## config.mk

```make
export PLATFORM = sky130hd
export DESIGN_NAME = fp_adder_flat
export DESIGN_NICKNAME = d
export VERILOG_FILES = /design/src/rtl/fp_adder_if.sv /design/src/rtl/fp_adder.sv /design/src/flat_wrapper.sv
export SDC_FILE = /design/constraint.sdc
export NUM_CORES = 1
export LEC_CHECK = 0
export ABC_AREA = 1
export CAP_MARGIN = 10
export CORE_ASPECT_RATIO = 1.2
export CORE_UTILIZATION = 35
export CTS_CLUSTER_DIAMETER = 120
export DETAILED_ROUTE_END_ITERATION = 8
export PLACE_DENSITY = 0.56
export SETUP_SLACK_MARGIN = 0.3
export SLEW_MARGIN = 40
export SYNTH_ARGS = -nofsm -noshare
export SYNTH_HDL_FRONTEND = slang
export SYNTH_SLANG_ARGS = --single-unit
export TNS_END_PERCENT = 1
```

## constraint.sdc

```tcl
create_clock -name clk -period 10.4 [get_ports clk]
set_clock_uncertainty 0.2 [all_clocks]
set_input_delay 1.04 -clock clk [delete_from_list [all_inputs] [get_ports clk]]
set_output_delay 1.04 -clock clk [all_outputs]
set_load 0.05 [all_outputs]
```

## src/rtl/fp_adder_if.sv

```systemverilog
// Operand/result bundle for the binary32 adder: operand pair in, registered sum out.
interface fp_adder_if;
    logic        in_valid;
    logic [31:0] number_1;
    logic [31:0] number_2;
    logic [31:0] out;
    logic        out_valid;

    modport master (
        output in_valid, number_1, number_2,
        input  out, out_valid
    );

    modport slave (
        input  in_valid, number_1, number_2,
        output out, out_valid
    );
endinterface

```

## src/rtl/fp_adder.sv

```systemverilog
// Binary32 adder, round-to-nearest-even, one registered output stage.
// Define FP_ADDER_SUBNORMAL_EN for gradual underflow; default flushes subnormals to zero.
module fp_adder (
    input  logic     clk,
    input  logic     rst,
    fp_adder_if.slave bus
);

`ifdef FP_ADDER_SUBNORMAL_EN
    localparam bit SUB_EN = 1'b1;
`else
    localparam bit SUB_EN = 1'b0;
`endif

    logic [31:0] op      [0:1];
    logic        sign    [0:1];
    logic [7:0]  exp_raw [0:1];
    logic [22:0] frac    [0:1];
    logic [7:0]  exp     [0:1];
    logic [23:0] mantis  [0:2];
    logic        is_nan  [0:1];
    logic        is_inf  [0:1];
    logic        is_zero [0:1];
    logic        carry;

    assign op[0] = bus.number_1;
    assign op[1] = bus.number_2;

    genvar gi;
    generate
        for (gi = 0; gi < 2; gi++) begin : g_unpack
            assign sign[gi]    = op[gi][31];
            assign exp_raw[gi] = op[gi][30:23];
            assign frac[gi]    = op[gi][22:0];
            // Subnormals run at effective exponent 1 with no hidden bit.
            assign exp[gi]     = (exp_raw[gi] == 8'd0) ? 8'd1 : exp_raw[gi];
            assign mantis[gi]  = {exp_raw[gi] != 8'd0, frac[gi]};
            assign is_nan[gi]  = (exp_raw[gi] == 8'hFF) && (frac[gi] != 23'd0);
            assign is_inf[gi]  = (exp_raw[gi] == 8'hFF) && (frac[gi] == 23'd0);
            assign is_zero[gi] = (exp_raw[gi] == 8'd0) && ((frac[gi] == 23'd0) || !SUB_EN);
        end
    endgenerate

    logic               swap;
    logic [7:0]         exp_big, exp_small, exp_diff;
    logic [23:0]        sig_big, sig_small;
    logic               sign_big;
    logic [4:0]         shift_amt;
    logic [49:0]        shifted;
    logic [26:0]        aligned;
    logic [27:0]        raw_sum;
    logic [4:0]         lz, lz_eff;
    logic signed [9:0]  exp_pre, exp_norm, exp_fin;
    logic [26:0]        norm;
    logic               round_up;
    logic [24:0]        rounded;
    logic [23:0]        mantis_res;
    logic [31:0]        arith_res, sum_res;

    always_comb begin
        swap      = {exp[1], mantis[1]} > {exp[0], mantis[0]};
        exp_big   = swap ? exp[1]    : exp[0];
        exp_small = swap ? exp[0]    : exp[1];
        sig_big   = swap ? mantis[1] : mantis[0];
        sig_small = swap ? mantis[0] : mantis[1];
        sign_big  = swap ? sign[1]   : sign[0];

        exp_diff  = exp_big - exp_small;
        shift_amt = (exp_diff > 8'd26) ? 5'd26 : exp_diff[4:0];
        shifted   = {sig_small, 26'd0} >> shift_amt;
        // Keep 24 significand bits plus guard and round; everything below folds into sticky.
        aligned   = {shifted[49:24], |shifted[23:0]};

        if (sign[0] ^ sign[1])
            raw_sum = {1'b0, sig_big, 3'b000} - {1'b0, aligned};
        else
            raw_sum = {1'b0, sig_big, 3'b000} + {1'b0, aligned};
        carry = raw_sum[27];

        lz = 5'd27;
        for (int i = 0; i < 27; i++) begin
            if (raw_sum[i]) lz = 5'(26 - i);
        end
        exp_pre = $signed({2'b00, exp_big}) - $signed({5'd0, lz});
        // With gradual underflow, stop normalizing once the exponent reaches 1.
        if (SUB_EN && (exp_pre < 10'sd1))
            lz_eff = 5'(exp_big - 8'd1);
        else
            lz_eff = lz;

        if (carry) begin
            norm     = {raw_sum[27:2], raw_sum[1] | raw_sum[0]};
            exp_norm = $signed({2'b00, exp_big}) + 10'sd1;
        end else begin
            norm     = raw_sum[26:0] << lz_eff;
            exp_norm = $signed({2'b00, exp_big}) - $signed({5'd0, lz_eff});
        end

        round_up   = norm[2] & (norm[1] | norm[0] | norm[3]);
        rounded    = {1'b0, norm[26:3]} + {24'd0, round_up};
        mantis_res = rounded[24] ? rounded[24:1] : rounded[23:0];
        if (rounded[24])
            exp_fin = exp_norm + 10'sd1;
        else if (mantis_res[23])
            exp_fin = exp_norm;
        else
            exp_fin = 10'sd0;

        if (raw_sum == 28'd0)
            arith_res = 32'h0000_0000;
        else if (!SUB_EN && (exp_norm <= 10'sd0))
            arith_res = {sign_big, 31'd0};
        else if (exp_fin >= 10'sd255)
            arith_res = {sign_big, 8'hFF, 23'd0};
        else
            arith_res = {sign_big, exp_fin[7:0], mantis_res[22:0]};

        if (is_nan[0] || is_nan[1] || (is_inf[0] && is_inf[1] && (sign[0] != sign[1])))
            sum_res = 32'h7FC0_0000;
        else if (is_inf[0])
            sum_res = op[0];
        else if (is_inf[1])
            sum_res = op[1];
        else if (is_zero[0] && is_zero[1])
            sum_res = {sign[0] & sign[1], 31'd0};
        else if (is_zero[0])
            sum_res = op[1];
        else if (is_zero[1])
            sum_res = op[0];
        else
            sum_res = arith_res;
    end

    assign mantis[2] = mantis_res;

    logic [31:0] out_q, out_d;
    logic        out_valid_q, out_valid_d;

    always_comb begin
        out_d       = bus.in_valid ? sum_res : out_q;
        out_valid_d = bus.in_valid;
    end

    always_ff @(posedge clk) begin
        if (rst) begin
            out_q       <= 32'h0000_0000;
            out_valid_q <= 1'b0;
        end else begin
            out_q       <= out_d;
            out_valid_q <= out_valid_d;
        end
    end

    assign bus.out       = out_q;
    assign bus.out_valid = out_valid_q;

endmodule

```

## src/flat_wrapper.sv

```systemverilog
// flat-port wrapper written by rule: the top's interface ports become plain ports
module fp_adder_flat 
  (clk, rst, bus_in_valid, bus_number_1, bus_number_2, bus_out, bus_out_valid);
  fp_adder_if bus_i ();
  input  logic clk;
  input  logic rst;
  input wire logic [$bits(bus_i.in_valid)-1:0] bus_in_valid;
  input wire logic [$bits(bus_i.number_1)-1:0] bus_number_1;
  input wire logic [$bits(bus_i.number_2)-1:0] bus_number_2;
  output wire logic [$bits(bus_i.out)-1:0] bus_out;
  output wire logic [$bits(bus_i.out_valid)-1:0] bus_out_valid;
  assign bus_i.in_valid = bus_in_valid;
  assign bus_i.number_1 = bus_number_1;
  assign bus_i.number_2 = bus_number_2;
  assign bus_out = bus_i.out;
  assign bus_out_valid = bus_i.out_valid;
  fp_adder u_core (.clk(clk), .rst(rst), .bus(bus_i));
endmodule
```

==> impl_metrics.env <==
export IMPL_cp_startpoint="bus_number_2[21]"
export IMPL_drt_total_wl_mm=59.0
export IMPL_port_buffers=99
export IMPL_final_hold_viol_count=0
export IMPL_hold_path_class="flip-flop to flip-flop"
export IMPL_p_sw_share_pct=52.6
export IMPL_met3_usage_pct=2.33
export IMPL_hold_depth=2
export IMPL_syn_nets=2484
export IMPL_drc=0
export IMPL_rr_startpoint="u_core.bus.out[2]"
export IMPL_tightest_slew_ns=0.849
export IMPL_synth_edf_count=0
export IMPL_core_area_um2=35000
export IMPL_final_cells=3460
export IMPL_via_count=18014
export IMPL_crit_path_max_incr_delay_ns=0.49
export IMPL_reg2reg_to="u_core.bus.out[2]"
export IMPL_cts_hold_buf=0
export IMPL_violations="setup timing"
export IMPL_synthCells=2324
export IMPL_arrival_ns=11.32
export IMPL_rsz0062_at_grt="yes"
export IMPL_grt_pass1_wl_mm=89.3
export IMPL_slew_viol_final=0
export IMPL_grt_pass1_vias=16899
export IMPL_synth_seq_cells=33
export IMPL_die_w_um=174
export IMPL_grt_overflow=0
export IMPL_antenna_found_initial=1
export IMPL_pwr_share_comb_pct=89.8
export IMPL_rr_worst_depth=2
export IMPL_die_area_um2=36400
export IMPL_die_y_um=209
export IMPL_hold_worst_slack_ns=0.275
export IMPL_p_sw_w=0.00192
export IMPL_yosysWarnings=0
export IMPL_fin_area_um2=19800
export IMPL_fin_crit_ns=11.38
export IMPL_max_cap_viol_count=0
export IMPL_dpl_cell_count=3391
export IMPL_start_kind="primary input"
export IMPL_drt_iter0_drc=1458
export IMPL_fmax_mhz=87.9
export IMPL_min_to="u_core.bus.out[13]"
export IMPL_final_nets=3156
export IMPL_p_leak_nw=10.8
export IMPL_dpl_hpwl_mm=48.2
export IMPL_placed_area_um2=18200
export IMPL_cts_sinks=33
export IMPL_via_per_inst=5.21
export IMPL_firstDrtPassIters=7
export IMPL_status="finished with violations"
export IMPL_r2r_slack_ns=9.41
export IMPL_ir_drop_v=0.0000737
export IMPL_ys_async_sr_fraction_pct=0
export IMPL_place_congestion=0.990
export IMPL_cpMaxStageDelayCell="clkdlybuf4s50_1"
export IMPL_ant_nets=0
export IMPL_seq_power_share_pct=5.4
export IMPL_n_fill_cell=3498
export IMPL_hold_start="u_core.bus.out[13]"
export IMPL_h_tree_depth=2
export IMPL_numCtsBuffers=5
export IMPL_synth_area_um2=12500
export IMPL_ios=100
export IMPL_syn_to_final_growth_pct=58.8
export IMPL_slew_headroom_pct=43.0
export IMPL_powerDensity_nw_per_um2=185
export IMPL_internal_power_w=0.00174
export IMPL_synth_cell_type_count=65
export IMPL_cp_required_ns=10.34
export IMPL_std_cell_rows=75
export IMPL_fin_ws_ns=-0.981
export IMPL_top_usage_layer="met2"
export IMPL_crit_type="primary input to flip-flop"
export IMPL_root_buffer="clkbuf_16"
export IMPL_grt_start_max_net_pins=67
export IMPL_initial_core_util_pct=35.6
export IMPL_insertion_delay_ns=0.28
export IMPL_ys_seq_area_share_pct=5.30
export IMPL_final_setup_viol_count=31
export IMPL_p_clk_share_pct=4.9
export IMPL_use_met2_pct=53.4
export IMPL_syn_avg_cell_area_um2=5.36
export IMPL_cts_tree="yes"
export IMPL_clk_path_buf_depth=2
export IMPL_endpoint_kind="flip-flop"
export IMPL_routedWlPerCell_um=17.0
export IMPL_drive_above_1_share_pct=32.3
export IMPL_grt_total_usage_pct=30.7
export IMPL_utilization_pct=56.5
export IMPL_met1_usage_pct=38.5
export IMPL_finalCritPeriodShare_pct=109
export IMPL_path_clk_slew_ns=0.06
export IMPL_ys_flop_type="dfxtp_1"
export IMPL_crit_fanout=8
==> worst max-delay path by stage <==
stage	to	slack (ns)	depth (start not counted)
after floorplan	u_core.bus.out[30]	-0.48	95
after global placement	u_core.bus.out[5]	-1.86	80
after detailed placement	u_core.bus.out[30]	-1.95	84
after CTS	u_core.bus.out[30]	-1.13	88
after global routing	u_core.bus.out[26]	-1.71	87
final	u_core.bus.out[10]	-0.98	81
==> cell type report <==
type,count,area [µm²],area share (%)
Tap cell,462,578,2.92
Multi-Input combinational cell,1873,10800,54.4
Sequential cell,33,661,3.34
Antenna cell,1,2.50,0.0126
Clock inverter,2,37.5,0.190
Clock buffer,6,139,0.702
Inverter,310,1180,5.94
Timing Repair Buffer,773,6430,32.5
==> critical path, delay by kind of cell <==
kind            cells  cell delay, ns
compound gates     19            2.43
xor+xnor            2            0.34
fa+ha+maj           3            0.97
buf+inv            10            1.50
simple gates       47            4.96
==> through the flow <==
stage | setup slack (ns) | power [W] | TNS, ns
floorplan | -0.481 | 0.00184 | -14.26
global placement | -1.86 | 0.00322 | -57.37
global route | -1.71 | 0.00395 | -51.44
finish | -0.981 | 0.00366 | -28.84
CTS | -1.13 | 0.00348 | -33.68
detailed placement | -1.95 | 0.00323 | -59.83
==> cell families (layout without fill, tap and decap cells) <==
family	count (synthesis)	count (layout)	synth area share, %
flops	33	33	5.30
buf+inv	421	1091	15.7
fa+ha+maj	93	93	9.46
compound gates	353	353	15.7
other cells	0	1	0
simple gates	1381	1384	50.6
xor+xnor	43	43	3.20
==> what timing repair did <==
item	in CTS	in global routing
gates resized for setup	46	222
pin swaps	21	103
cloned	2	5
buffers inserted	22	31
setup endpoints to repair	32	32
==> state kept, by name, summed over array words and instances (netlist names) <==
| name | cells |
|---|---|
| u_core.bus.out | 32 |
| u_core.bus.out_valid | 1 |
==> placed cells by master (no fill, tap or decap), types with 4 or more instances in the layout <==
cell type and n:
buf_4 640, nand2_1 618, nand3_1 352, inv_1 266
a21oi_1 159, nor2_1 134, o21ai_0 82, nand4_1 79
ha_1 75, clkdlybuf4s50_1 58, nand2_2 56, nand3_2 49
inv_2 34, dfxtp_1 33, dlymetal6s2s_1 28, o21ai_1 27
xor2_1 27, nor2_2 20, buf_12 19, buf_6 17
nor2_4 15, nor3_1 15, ha_4 15, a21oi_2 13
o21ai_2 13, xnor2_1 11, nand2_4 10, nor4_1 9
o211ai_1 8, clkbuf_16 8, o21bai_1 7, clkbuf_2 6
nand3_4 5, inv_4 5, clkinv_1 5, a22oi_1 4
xor2_2 4, o22ai_2 4
==> power groups by stage <==
| stage | sequential [W] | combinational (W) | clock [W] |
|---|---|---|---|
| detailed placement | 0.000196 | 0.00303 | 0 |
| floorplan | 0.000289 | 0.00155 | 0 |
| finish | 0.000196 | 0.00329 | 0.000178 |
| global route | 0.000194 | 0.00358 | 0.000182 |
| CTS | 0.000194 | 0.00311 | 0.000177 |
| global placement | 0.000196 | 0.00302 | 0 |
==> routing by layer <==
layer  wire, µm  vias up
li1           -     9057
met1      24400     8149
met2      28100      669
met3       3500      139
met4       2970        0
met5          0        -
==> cell usage after synthesis, drive strengths merged (11+ instances only) <==
library cell	n	area share, %
nor4	12	0.65
dfxtp	33	5.3
o21ai	124	5.1
ha	91	9.1
xnor2	11	0.77
nand4	81	4.2
nand3	404	17
inv	306	9.2
nand2	685	21
nor3	18	0.80
buf	70	4.8
a21oi	175	7.2
nor2	171	6.1
xor2	32	2.4
clkbuf	37	1.2
Power figures use the tool's default switching activity.
